===== config.mk =====
export PLATFORM = sky130hd
export DESIGN_NAME = pc_write_unit
export DESIGN_NICKNAME = d
export VERILOG_FILES = /design/src/rtl/pc_write_unit.sv
export SDC_FILE = /design/constraint.sdc
export NUM_CORES = 1
export LEC_CHECK = 0
export ABC_CLOCK_PERIOD_IN_PS = 2300
export BUFFER_PORTS_ARGS = -buffer_cell sky130_fd_sc_hd__buf_2
export CAP_MARGIN = 20
export CORE_ASPECT_RATIO = 2
export CORE_MARGIN = 4
export CORE_UTILIZATION = 50
export DETAILED_ROUTE_END_ITERATION = 12
export PLACE_DENSITY = 0.8
export SYNTH_ARGS = -nofsm -noshare
export SYNTH_HDL_FRONTEND = slang
export SYNTH_SLANG_ARGS = --single-unit

===== constraint.sdc =====
create_clock -name clk -period 2.3 [get_ports clk]
set_clock_uncertainty 0.05 [all_clocks]
set_input_delay 0.46 -clock clk [delete_from_list [all_inputs] [get_ports clk]]
set_output_delay 0.46 -clock clk [all_outputs]
set_load 0.05 [all_outputs]

===== src/rtl/pc_write_unit.sv =====
// pc_write_unit -- program-counter register stage behind the PC-source mux
// of a multicycle MIPS datapath.
//
// Commits the candidate next-PC on an unconditional write or a taken branch.
// A misaligned target or an external exception request raises a pending
// exception: the faulting return address is captured into EPC, and the PC is
// frozen until the control unit acknowledges the exception and loads the
// handler vector with pc_write.
//
// Optional build feature (macro PC_BRANCH_COUNT_EN): adds a saturating 16-bit
// counter of committed branch-only writes on output branch_taken_cnt.
module pc_write_unit #(
  parameter logic [31:0] RESET_PC   = 32'h0000_0000,
  parameter logic [31:0] EPC_OFFSET = 32'd4
) (
  input  logic        clk,
  input  logic        reset,          // synchronous, active-low
  input  logic [31:0] pc_next,
  input  logic        pc_write,
  input  logic        pc_write_cond,
  input  logic [1:0]  branch_op,
  input  logic        alu_zero,
  input  logic        alu_gt,
  input  logic        exc_req,
  input  logic        exc_ack,
  output logic [31:0] pc_out,
  output logic [31:0] epc_out,
  output logic        misalign_exc,
  output logic        exc_pending,
`ifdef PC_BRANCH_COUNT_EN
  output logic [15:0] branch_taken_cnt,
`endif
  output logic        pc_written
);

  typedef enum logic [1:0] {
    BR_EQ = 2'b00,
    BR_NE = 2'b01,
    BR_LE = 2'b10,
    BR_GT = 2'b11
  } branch_op_e;

  typedef enum logic {
    ST_RUN = 1'b0,
    ST_EXC = 1'b1
  } state_e;

  state_e      state_q;
  logic [31:0] pc_q;
  logic [31:0] epc_q;
  logic        misalign_q;
  logic        written_q;
  logic        ack_q;
`ifdef PC_BRANCH_COUNT_EN
  logic [15:0] br_cnt_q;
`endif

  logic        take;
  logic        req;
  logic        cond_only;
  logic        misaligned;
  logic [31:0] epc_d;

  // Branch outcome decoded from the ALU flags.
  // NOTE: every output of a combinational block gets a default first, so no
  // path through the case leaves it unassigned and no latch is inferred.
  always_comb begin
    take = 1'b0;
    unique case (branch_op_e'(branch_op))
      BR_EQ: take = alu_zero;
      BR_NE: take = ~alu_zero;
      BR_LE: take = ~alu_gt;
      BR_GT: take = alu_gt;
      default: take = 1'b0;
    endcase
  end

  assign req        = pc_write | (pc_write_cond & take);
  assign cond_only  = ~pc_write & pc_write_cond & take;
  assign misaligned = (pc_next[1:0] != 2'b00);
  // PC has already advanced past the faulting instruction; wraps modulo 2^32.
  assign epc_d      = pc_q - EPC_OFFSET;

  // Exception FSM with registered PC, EPC, flags and the write pulse.
  // NOTE: sequential state uses non-blocking assignments only, so every
  // register samples pre-edge values and evaluation order cannot matter.
  always_ff @(posedge clk) begin
    if (!reset) begin
      state_q    <= ST_RUN;
      pc_q       <= RESET_PC;
      epc_q      <= '0;
      misalign_q <= 1'b0;
      written_q  <= 1'b0;
      ack_q      <= 1'b0;
`ifdef PC_BRANCH_COUNT_EN
      br_cnt_q   <= '0;
`endif
    end else begin
      written_q <= 1'b0;
      unique case (state_q)
        ST_RUN: begin
          if (exc_req) begin
            // External exception wins over any write request this cycle.
            epc_q   <= epc_d;
            state_q <= ST_EXC;
          end else if (req && misaligned) begin
            epc_q      <= epc_d;
            misalign_q <= 1'b1;
            state_q    <= ST_EXC;
          end else if (req) begin
            pc_q      <= pc_next;
            written_q <= 1'b1;
`ifdef PC_BRANCH_COUNT_EN
            if (cond_only && br_cnt_q != 16'hFFFF) begin
              br_cnt_q <= br_cnt_q + 16'd1;
            end
`endif
          end
        end
        ST_EXC: begin
          // Handler vector load: no alignment check, branches ignored.
          if (pc_write && (ack_q || exc_ack)) begin
            pc_q       <= pc_next;
            written_q  <= 1'b1;
            misalign_q <= 1'b0;
            ack_q      <= 1'b0;
            state_q    <= ST_RUN;
          end else if (exc_ack) begin
            ack_q <= 1'b1;
          end
        end
        default: state_q <= ST_RUN;
      endcase
    end
  end

`ifndef PC_BRANCH_COUNT_EN
  // Branch-only commits matter only to the optional counter.
  logic unused_cond_only;
  assign unused_cond_only = cond_only;
`endif

  assign pc_out       = pc_q;
  assign epc_out      = epc_q;
  assign misalign_exc = misalign_q;
  assign exc_pending  = (state_q == ST_EXC);
  assign pc_written   = written_q;
`ifdef PC_BRANCH_COUNT_EN
  assign branch_taken_cnt = br_cnt_q;
`endif

endmodule

==> flow_metrics.env <==
export IMPL_placed_cells=538
export IMPL_final_nets=508
export IMPL_clkSinkCount=68
export IMPL_clockRootBuffer="clkbuf_16"
export IMPL_clock_fmax_mhz=482
export IMPL_min_period_ns=2.07
export IMPL_tightest_slew_ns=0.602
export IMPL_power_density_nw_per_um2=956
export IMPL_peakVddDrop_mv=0.610
export IMPL_fin_crit_sh_pct=90.2
export IMPL_synth_avg_cell_area_um2=8.97
export IMPL_seqPwrFrac_pct=35.8
export IMPL_path_clk_slew_ns=0.05
export IMPL_synth_top_area_share_pct=42.9
export IMPL_viasPerCell=5.32
export IMPL_drc=0
export IMPL_clk_latency_ns=0.33
export IMPL_r2r_start="pc_out[6]"
export IMPL_port_buffers=108
export IMPL_startpoint="pc_out[6]"
export IMPL_p_int_uw=2490
export IMPL_via_count=2945
export IMPL_drt_wl_total_um=8730
export IMPL_cts_hold_buffers=0
export IMPL_finalHoldViolations=0
export IMPL_rsz0062_at_grt="no"
export IMPL_cts_inserted_buffers=9
export IMPL_fin_ws_ns=0.226
export IMPL_yosysMostFrequentCell="nand2_1"
export IMPL_ys_seq_area_share_pct=42.9
export IMPL_p_sw_share_pct=36.6
export IMPL_ant_nets=0
export IMPL_finalNonFillerCells=554
export IMPL_cts_path_max_buffers=2
export IMPL_place_congestion=0.824
export IMPL_p_leak_uw=0.00195
export IMPL_ys_types=41
export IMPL_synth_fp_nets=397
export IMPL_start_util_pct=52.0
export IMPL_syn_inst=354
export IMPL_htree_levels=3
export IMPL_drive_gt1_share_pct=30.0
export IMPL_cts_resized_gates=0
export IMPL_wl_per_cell_um=15.8
export IMPL_hp_start="pc_next[3]"
export IMPL_critical_path_class="reg -> reg"
export IMPL_async_flop_share_pct=0
export IMPL_row_count=40
export IMPL_cts_setup_buffers=0
export IMPL_yosysWarningCount=0
export IMPL_cts_tree="built"
export IMPL_end_kind="flip-flop"
export IMPL_holdCritPathClass="in -> reg"
export IMPL_power_uw=3930
export IMPL_ys_top_cells_by_area="dfxtp_1 43%, mux2i_1 11%, nand2_1 9.3%, xnor2_1 4.7%, o211a_1 4.1%"
export IMPL_drv_slew=0
export IMPL_cp_data_arrival_time_ns=2.23
export IMPL_coreArea_um2=6110
export IMPL_synth_top_area_cell="dfxtp_1"
export IMPL_synthFlopType="dfxtp_1"
export IMPL_grt_pass1_wl_um=14400
export IMPL_outcome="finished clean"
export IMPL_die_width_um=64.3
export IMPL_io_pins=109
export IMPL_required_ns=2.45
export IMPL_dp_slack_ns=-0.0170
export IMPL_antenna_found_initial=0
export IMPL_critPathLaunchType="flip-flop"
export IMPL_p_clk_share_pct=31.0
export IMPL_combPwrFrac_pct=33.2
export IMPL_drt_iter0_drc=184
export IMPL_relSlewSlack_pct=59.6
export IMPL_synth_seq_cells=68
export IMPL_grt_ovfl_total=0
export IMPL_worst_path_max_fanout=9
export IMPL_dr_pass1_iters=4
export IMPL_synth_edf_count=0
export IMPL_power_switching_uw=1440
export IMPL_max_cap_violations=0
export IMPL_die_area_um2=7760
export IMPL_grt_max_degree=61
export IMPL_grt_pass1_vias=3010
export IMPL_synth_commonest_cells="79 x nand2_1, 68 x dfxtp_1, 35 x mux2i_1, 19 x o21ai_0"
export IMPL_whs_ns=0.326
export IMPL_grt_usage_pct=24.2
export IMPL_fin_setup_tns_ns=0
export IMPL_area_growth_pct=29.4
export IMPL_n_antenna_cell=0
export IMPL_dp_hpwl_um=6590
export IMPL_die_h_um=121
export IMPL_syn_area_um2=3170
export IMPL_setup_viol=0
-- final timing paths --
check,cells past startpoint,slack (ns),to
worst max-delay path,5,0.23,epc_out[17]
worst min-delay path,3,0.33,pc_out[3]
worst max register to register,5,0.23,epc_out[17]
worst min register to register,2,0.42,ack_q
-- sequential cells by signal, summed over array words and instances (netlist names) --
register      flops
pc_out           32
misalign_exc      1
pc_written        1
epc_out          32
ack_q             1
exc_pending       1
-- critical path: stages (launching register included) --
cell and delay (ns):
dfxtp_1 0.38, nor3_2 0.55, nand4b_1 0.39, nor3_1 0.32, xnor2_1 0.16, a21oi_1 0.09
-- per-layer routing --
metal  vias up  global-route usage, %  part of all wire (%)
met2       107                   43.4                    54
li1       1452                      -                     -
met1      1360                   23.7                    35
met5         -                      0                     0
met3        26                   6.60                   6.1
met4         0                   15.6                   4.7
-- cell families (layout without fill, tap and decap cells) --
group | count (synthesis) | after routing | synth area share [%]
buffers and inverters | 27 | 143 | 4.73
adders and majority gates | 1 | 1 | 0.394
DFF | 68 | 68 | 42.9
and+or+nand+nor | 143 | 143 | 22.2
xor gates and xnor gates | 23 | 23 | 6.35
muxes | 35 | 35 | 11.0
AOI/OAI and AO/OA | 57 | 57 | 12.5
-- power by group through the flow --
stage	Sequential (uW)	Clock, uW	Combinational [uW]
6_report	1410	1220	1300
5_1_grt	1420	1290	1400
4_1_cts	1410	1240	1310
3_5_place_dp	1430	0	1300
3_3_place_gp	1430	0	1280
2_1_floorplan	1840	0	562
-- cells in the final DEF, fill, tap and decap left out, types with 3 or more instances in the layout --
cell type  Yosys  layout
xnor2_1       17      17
nand4b_1       5       5
buf_12         0       3
nand4_1        3       3
nor2_1        12      12
dfxtp_1       68      68
o211a_1       13      13
nor3_1        12      12
buf_4          4      11
mux2i_1       35      35
nand3b_1       3       3
inv_1          5       5
clkbuf_1      11       5
a21oi_1       17      17
nand3_1        6       6
nor4_1         4       4
nor2b_1        4       4
clkbuf_16      0       9
xor2_1         6       6
buf_2          3     108
nand2_1       79      79
o21ai_0       19      19
-- cell type report --
type	instances	area [um2]
clock buffer	15	258
fill	528	2000
multi-input combinational	259	1670
sequential	68	1360
inverter	5	18.8
timing repair buffer	122	683
clock inverter	1	7.51
tap	84	105
-- through the flow --
step	utilization (%)	cell area, um2
2_1_floorplan	-	3170
3_3_place_gp	62.9	3840
3_5_place_dp	62.9	3840
4_1_cts	67.3	4110
5_1_grt	67.3	4110
6_report	67.3	4110
Power figures use the tool's default switching activity.
